$ cat src/rtl/pipeline_ctrl.sv
// Stall/flush sequencer for the 5-stage pipeline: merges memory wait, mult/div,
// taken-branch and load-use hazards into register enables, flushes and a stall counter.
module pipeline_ctrl #(
    parameter int MD_LAT      = 4,
    parameter int MEM_TIMEOUT = 255
) (
    input  logic        clk,
    input  logic        rst_n,
    input  logic        load_use_hazard,
    input  logic        branch_taken_ex,
    input  logic        md_req_ex,
    input  logic        mem_req,
    input  logic        mem_ready,
    output logic        pc_we,
    output logic        ifid_we,
    output logic        idex_we,
    output logic        exmem_we,
    output logic        memwb_we,
    output logic        ifid_flush,
    output logic        idex_flush,
    output logic        exmem_flush,
    output logic        md_start,
    output logic        md_done,
    output logic        mem_err,
    output logic [15:0] stall_cycles
);

    localparam int MDW = ($clog2(MD_LAT) < 2) ? 2 : $clog2(MD_LAT);
    localparam logic [MDW-1:0] MD_LOAD = MDW'(MD_LAT - 1);
    localparam logic [MDW-1:0] MD_ONE  = MDW'(1);
    localparam logic [7:0]     TIMEOUT = 8'(MEM_TIMEOUT);

    typedef enum logic [1:0] {
        RUN      = 2'd0,
        MEM_WAIT = 2'd1,
        MD_BUSY  = 2'd2
    } state_t;

    state_t          state_r;
    state_t          state_nxt_s;
    logic [MDW-1:0]  md_cnt_r;
    logic [MDW-1:0]  md_cnt_nxt_s;
    logic [7:0]      wait_cnt_r;
    logic [7:0]      wait_cnt_nxt_s;
    logic            mem_err_r;
    logic [15:0]     stall_cnt_r;

    logic            pc_we_s;
    logic            ifid_we_s;
    logic            idex_we_s;
    logic            exmem_we_s;
    logic            memwb_we_s;
    logic            ifid_flush_s;
    logic            idex_flush_s;
    logic            exmem_flush_s;
    logic            md_start_s;
    logic            md_done_s;
    logic            rules_en_s;
    logic            md_allow_s;

    function automatic logic [7:0] sat_inc8(input logic [7:0] val);
        sat_inc8 = (val == 8'hFF) ? 8'hFF : (val + 8'd1);
    endfunction

    // Next state and hazard arbitration; the rule block below is shared by every state
    always_comb begin
        pc_we_s        = 1'b1;
        ifid_we_s      = 1'b1;
        idex_we_s      = 1'b1;
        exmem_we_s     = 1'b1;
        memwb_we_s     = 1'b1;
        ifid_flush_s   = 1'b0;
        idex_flush_s   = 1'b0;
        exmem_flush_s  = 1'b0;
        md_start_s     = 1'b0;
        md_done_s      = 1'b0;
        rules_en_s     = 1'b0;
        md_allow_s     = 1'b0;
        state_nxt_s    = state_r;
        md_cnt_nxt_s   = md_cnt_r;
        wait_cnt_nxt_s = wait_cnt_r;

        case (state_r)
            RUN: begin
                if (mem_req && !mem_ready) begin
                    {pc_we_s, ifid_we_s, idex_we_s, exmem_we_s, memwb_we_s} = 5'b00000;
                    wait_cnt_nxt_s = sat_inc8(wait_cnt_r);
                    state_nxt_s    = MEM_WAIT;
                end else begin
                    rules_en_s = 1'b1;
                    md_allow_s = 1'b1;
                end
            end
            MEM_WAIT: begin
                if (!mem_ready) begin
                    {pc_we_s, ifid_we_s, idex_we_s, exmem_we_s, memwb_we_s} = 5'b00000;
                    wait_cnt_nxt_s = sat_inc8(wait_cnt_r);
                end else begin
                    wait_cnt_nxt_s = 8'd0;
                    state_nxt_s    = RUN;
                    rules_en_s     = 1'b1;
                    md_allow_s     = 1'b1;
                end
            end
            MD_BUSY: begin
                md_cnt_nxt_s = md_cnt_r - MD_ONE;
                if (md_cnt_r > MD_ONE) begin
                    {pc_we_s, ifid_we_s, idex_we_s} = 3'b000;
                    exmem_flush_s = 1'b1;
                end else begin
                    // md_req_ex still names the finishing op, so no restart here
                    md_done_s   = 1'b1;
                    rules_en_s  = 1'b1;
                    state_nxt_s = RUN;
                end
            end
            default: begin
                state_nxt_s = RUN;
            end
        endcase

        if (rules_en_s) begin
            if (md_allow_s && md_req_ex) begin
                md_start_s    = 1'b1;
                {pc_we_s, ifid_we_s, idex_we_s} = 3'b000;
                exmem_flush_s = 1'b1;
                md_cnt_nxt_s  = MD_LOAD;
                state_nxt_s   = MD_BUSY;
            end else if (branch_taken_ex) begin
                ifid_flush_s = 1'b1;
                idex_flush_s = 1'b1;
            end else if (load_use_hazard) begin
                pc_we_s      = 1'b0;
                ifid_we_s    = 1'b0;
                idex_flush_s = 1'b1;
            end else begin
                md_start_s = 1'b0;
            end
        end else begin
            md_start_s = 1'b0;
        end
    end

    // Controller state, counters and sticky watchdog flag
    always_ff @(posedge clk or negedge rst_n) begin
        if (!rst_n) begin
            state_r     <= RUN;
            md_cnt_r    <= '0;
            wait_cnt_r  <= 8'd0;
            mem_err_r   <= 1'b0;
            stall_cnt_r <= 16'd0;
        end else begin
            state_r    <= state_nxt_s;
            md_cnt_r   <= md_cnt_nxt_s;
            wait_cnt_r <= wait_cnt_nxt_s;
            if ((wait_cnt_nxt_s == TIMEOUT) && (wait_cnt_nxt_s != 8'd0)) begin
                mem_err_r <= 1'b1;
            end else begin
                mem_err_r <= mem_err_r;
            end
            if (!pc_we_s && (stall_cnt_r != 16'hFFFF)) begin
                stall_cnt_r <= stall_cnt_r + 16'd1;
            end else begin
                stall_cnt_r <= stall_cnt_r;
            end
        end
    end

    // Control outputs are Mealy; reset forces every enable and pulse low
    always_comb begin
        pc_we        = rst_n & pc_we_s;
        ifid_we      = rst_n & ifid_we_s;
        idex_we      = rst_n & idex_we_s;
        exmem_we     = rst_n & exmem_we_s;
        memwb_we     = rst_n & memwb_we_s;
        ifid_flush   = rst_n & ifid_flush_s;
        idex_flush   = rst_n & idex_flush_s;
        exmem_flush  = rst_n & exmem_flush_s;
        md_start     = rst_n & md_start_s;
        md_done      = rst_n & md_done_s;
        mem_err      = mem_err_r;
        stall_cycles = stall_cnt_r;
    end

endmodule

$ cat config.mk
export PLATFORM = sky130hd
export DESIGN_NAME = pipeline_ctrl
export DESIGN_NICKNAME = d
export VERILOG_FILES = /design/src/rtl/pipeline_ctrl.sv
export SDC_FILE = /design/constraint.sdc
export NUM_CORES = 1
export LEC_CHECK = 0
export CORE_MARGIN = 3
export CORE_UTILIZATION = 50
export DETAILED_ROUTE_END_ITERATION = 6
export HOLD_SLACK_MARGIN = 0.08
export PLACE_DENSITY = 0.79
export SLEW_MARGIN = 20
export SYNTH_ARGS = -nofsm -noshare
export SYNTH_HDL_FRONTEND = slang
export SYNTH_SLANG_ARGS = --single-unit
$ cat constraint.sdc
create_clock -name clk -period 2.6 [get_ports clk]
set_input_delay 0.52 -clock clk [delete_from_list [all_inputs] [get_ports clk]]
set_output_delay 0.52 -clock clk [all_outputs]
set_load 0.005 [all_outputs]
==> results.toml <==
[run_status]
status = "finished, final reports clean"

[clock_network]
cts_htree_levels = 2
cts_buffer_depth = 2
post_cts_hold_buffer_count = 0
clkTransAtPathRegs_ns = 0.08
cts.root.buffer_cell = "clkbuf_4"
clk_latency_ns = 0.32
clock_tree_from_tritoncts = "yes"
num_cts_buffers = 5
cts_sinks = 29

[timing]
final.min_clock_period_ns = 2.54
rsz0062_at_grt = "no"
worst-slew-pin-transition_ns = 0.560
worst_setup_skew_after_layout_ns = 0.00710
clock.fmax_mhz = 394
slew_headroom_pct = 62.5
timing.final.crit_share_pct = 97.6
setup_viol = 0
setup_tns_final_ns = 0
fin_ws_ns = 0.0628
final_max_slew_violation_count = 0
timing_hold_violations_final = 0

[yosys]
synth-compound-area-share_pct = 14.7
combinational_family_with_the_most_area_after_synthesis = "simple AND/OR/NAND/NOR gates"
synth.net_count = 168
synth_cells = 158
synth-edff-count = 0
netlist.top_cell.by_area = "dfrtp_1"
syn_avg_cell_area_um2 = 10.1
count_of_synthesis_stage_warnings_from_yosys = 0
synth_top_area_share_pct = 45.3
yosys_register_bits = 29
post_synth_instance_area_um2 = 1600
synth_area_leaders = "dfrtp_1 45%, xor2_1 8.2%, nand3_1 4.4%"
synth_xor_area_share_pct = 8.21
ys_dominant_reg_cell = "dfrtp_1"
post_synth_and_or_nand_nor_area_fraction_pct = 23.8
postSynth.asyncResetShare_pct = 100
yosys.area_share.adder_pct = 2.35
yosys-mux-area-fraction_pct = 1.41
synth-seq-area-share_pct = 45.3
netlist-cell-type-count = 41

[worst_setup_path]
worst_r2r_path_depth = 7
r2r_start = "state_r[0]"
ff2ff_setup_slack_ns = 0.56
cp-startpoint = "mem_ready"
crit_type = "primary input to output port"
worstSetupStartpointType = "primary input"
crit_path_end_kind = "output port"
critical_path_arrival_ns = 2.02
r2r-end = "stall_cycles[1]"
critical_path_required_ns = 2.08
crit_fanout = 4

[power]
report.power.total_uw = 1840
cellLeakagePower_uw = 0.00102
cellPowerDensity_nw_per_um2 = 847
max-vdd-ir-drop_uv = 724

[finish]
layout.core_utilization_pct = 74.7
design.final.nets = 224
final_design_area_no_fill_um2 = 2170
post_route_cells_drive_above_1_share_pct = 15.5
area_growth_from_synthesis_to_layout_pct = 35.4
antenna_cells_inserted = 0

[route]
drtAntennaViolNets = 0
drt-initial-drc-count = 93
firstDrtPassIters = 4
drt-vias-per-instance = 5.69
finalWirelength_um = 3710
detail_route.wl_per_cell_um = 14.6
drc = 0
route.vias.total = 1452

[die]
die_y_um = 62.6
row_count = 19
design.portCount = 34
die_w_um = 62.6
design.die.area_um2 = 3920
core_footprint_um2 = 2900
initial_core_utilization_pct = 55.2

[place]
io_buffer_count = 33
detailed_place.area_um2 = 2080
hpwlAfterDp_um = 2750
gp_congestion = 0.845
place_ws_ns = -0.246

[hold_path]
worst_hold_endpoint = "mem_err"
hold_class = "flop to flop"
worst_hold_startpoint = "mem_err"
worstHoldPathCells = 1

[global_route]
wire_length_of_the_first_global_routing_pass_um = 6330
first_global_vias = 1380
global_route.usage.total_pct = 20.3
overflow = 0
antenna_found_initial = 0
grt_start_max_net_pins = 30

[job]
maxCapViolCount = 0
-- critical path: stages --
cell and delay [ns]:
clkdlybuf4s50_1 0.49, o21bai_4 0.14, buf_6 0.13, nor2_1 0.05
nor2_1 0.16, nand2_1 0.09, a31oi_1 0.18, dlygate4sd2_1 0.26
-- synth_stat cells (all sizes together) (2+ instances only) --
library cell  count
inv               8
and3              2
nor4b             4
nand2            11
buf               5
nor2             12
nor3              6
o21ai             2
o22ai             3
a22o              3
a21oi             2
o221ai            3
nand3            14
ha                3
and4              4
nor4              9
nand4             2
dfrtp            29
a21o              2
mux2              2
xor2             15
nor2b             2
-- registers in the layout (all words and copies together) (netlist names) --
register,count
stall_cycles,16
wait_cnt_r,8
mem_err,1
state_r,2
md_cnt_r,2
-- layout make-up --
type	count	area [µm²]
Multi-Input combinational cell	116	821
Fill cell	229	733
Sequential cell	29	726
Timing Repair Buffer	54	495
Tap cell	42	52.6
Clock buffer	5	37.5
Inverter	8	30.0
Clock inverter	1	5.00
-- timing repair --
action / 4_1_cts / 5_1_grt
pin swaps: 2 / 2
resized for setup: 8 / 5
setup endpoints to repair: 8 / 3
buffers inserted: 0 / 3
-- routing by layer --
metal / wire (µm) / part of all wire [%] / vias to the layer above / track usage (%)
met3: 203 / 5.5 / 5 / 6.12
li1: - / - / 699 / -
met2: 1790 / 48 / 50 / 33.3
met1: 1670 / 45 / 698 / 25.4
met4: 48 / 1.3 / 0 / 6.89
met5: 0 / 0 / - / 0
-- placed cells by master (no fill, tap or decap), drive strengths merged, types with 2 or more instances in the layout --
cell type / count
o22ai: 3
nand2: 11
dlymetal6s2s: 4
a22o: 3
dlygate4sd2: 5
and4: 4
and3: 2
o221ai: 3
nand4: 2
nor4b: 4
clkbuf: 5
nor3: 6
nor2b: 2
o21ai: 2
nand3: 14
mux2: 2
ha: 3
clkdlybuf4s50: 24
nor2: 12
a21oi: 2
xor2: 15
inv: 8
nor4: 9
a21o: 2
buf: 21
dfrtp: 29
-- logic make-up (layout without fill, tap and decap cells) --
group	after synthesis	count (layout)
AO/OA/AOI/OAI	27	27
XOR/XNOR	15	15
adder cells (fa/ha/maj)	3	3
buffers and inverters	13	68
flip-flops	29	29
multiplexers	2	2
AND/OR/NAND/NOR	69	69
-- where the power goes --
part,leakage (µW),switching (µW),total [µW],internal (µW)
Clock,0.0000269,146,239,93.5
Combinational,0.000626,381,860,479
Sequential,0.000366,159,735,576
-- metrics by stage --
stage / hold WS [ns] / std cells
4_1_cts: 0.489 / 252
6_report: 0.482 / 255
5_1_grt: 0.519 / 255
3_5_place_dp: 0.471 / 246
2_1_floorplan: 0.224 / 158
3_3_place_gp: 0.452 / 246
-- worst max-delay path by stage --
stage,endpoint,slack (ns),cells past startpoint
floorplan,pc_we,0.41,7
global placement,ifid_we,-0.18,7
detailed placement,ifid_we,-0.25,7
CTS,idex_we,-0.02,8
global route,ifid_we,0.02,8
finish,ifid_we,0.06,8
Note: power is estimated with default switching activity, not from simulation.
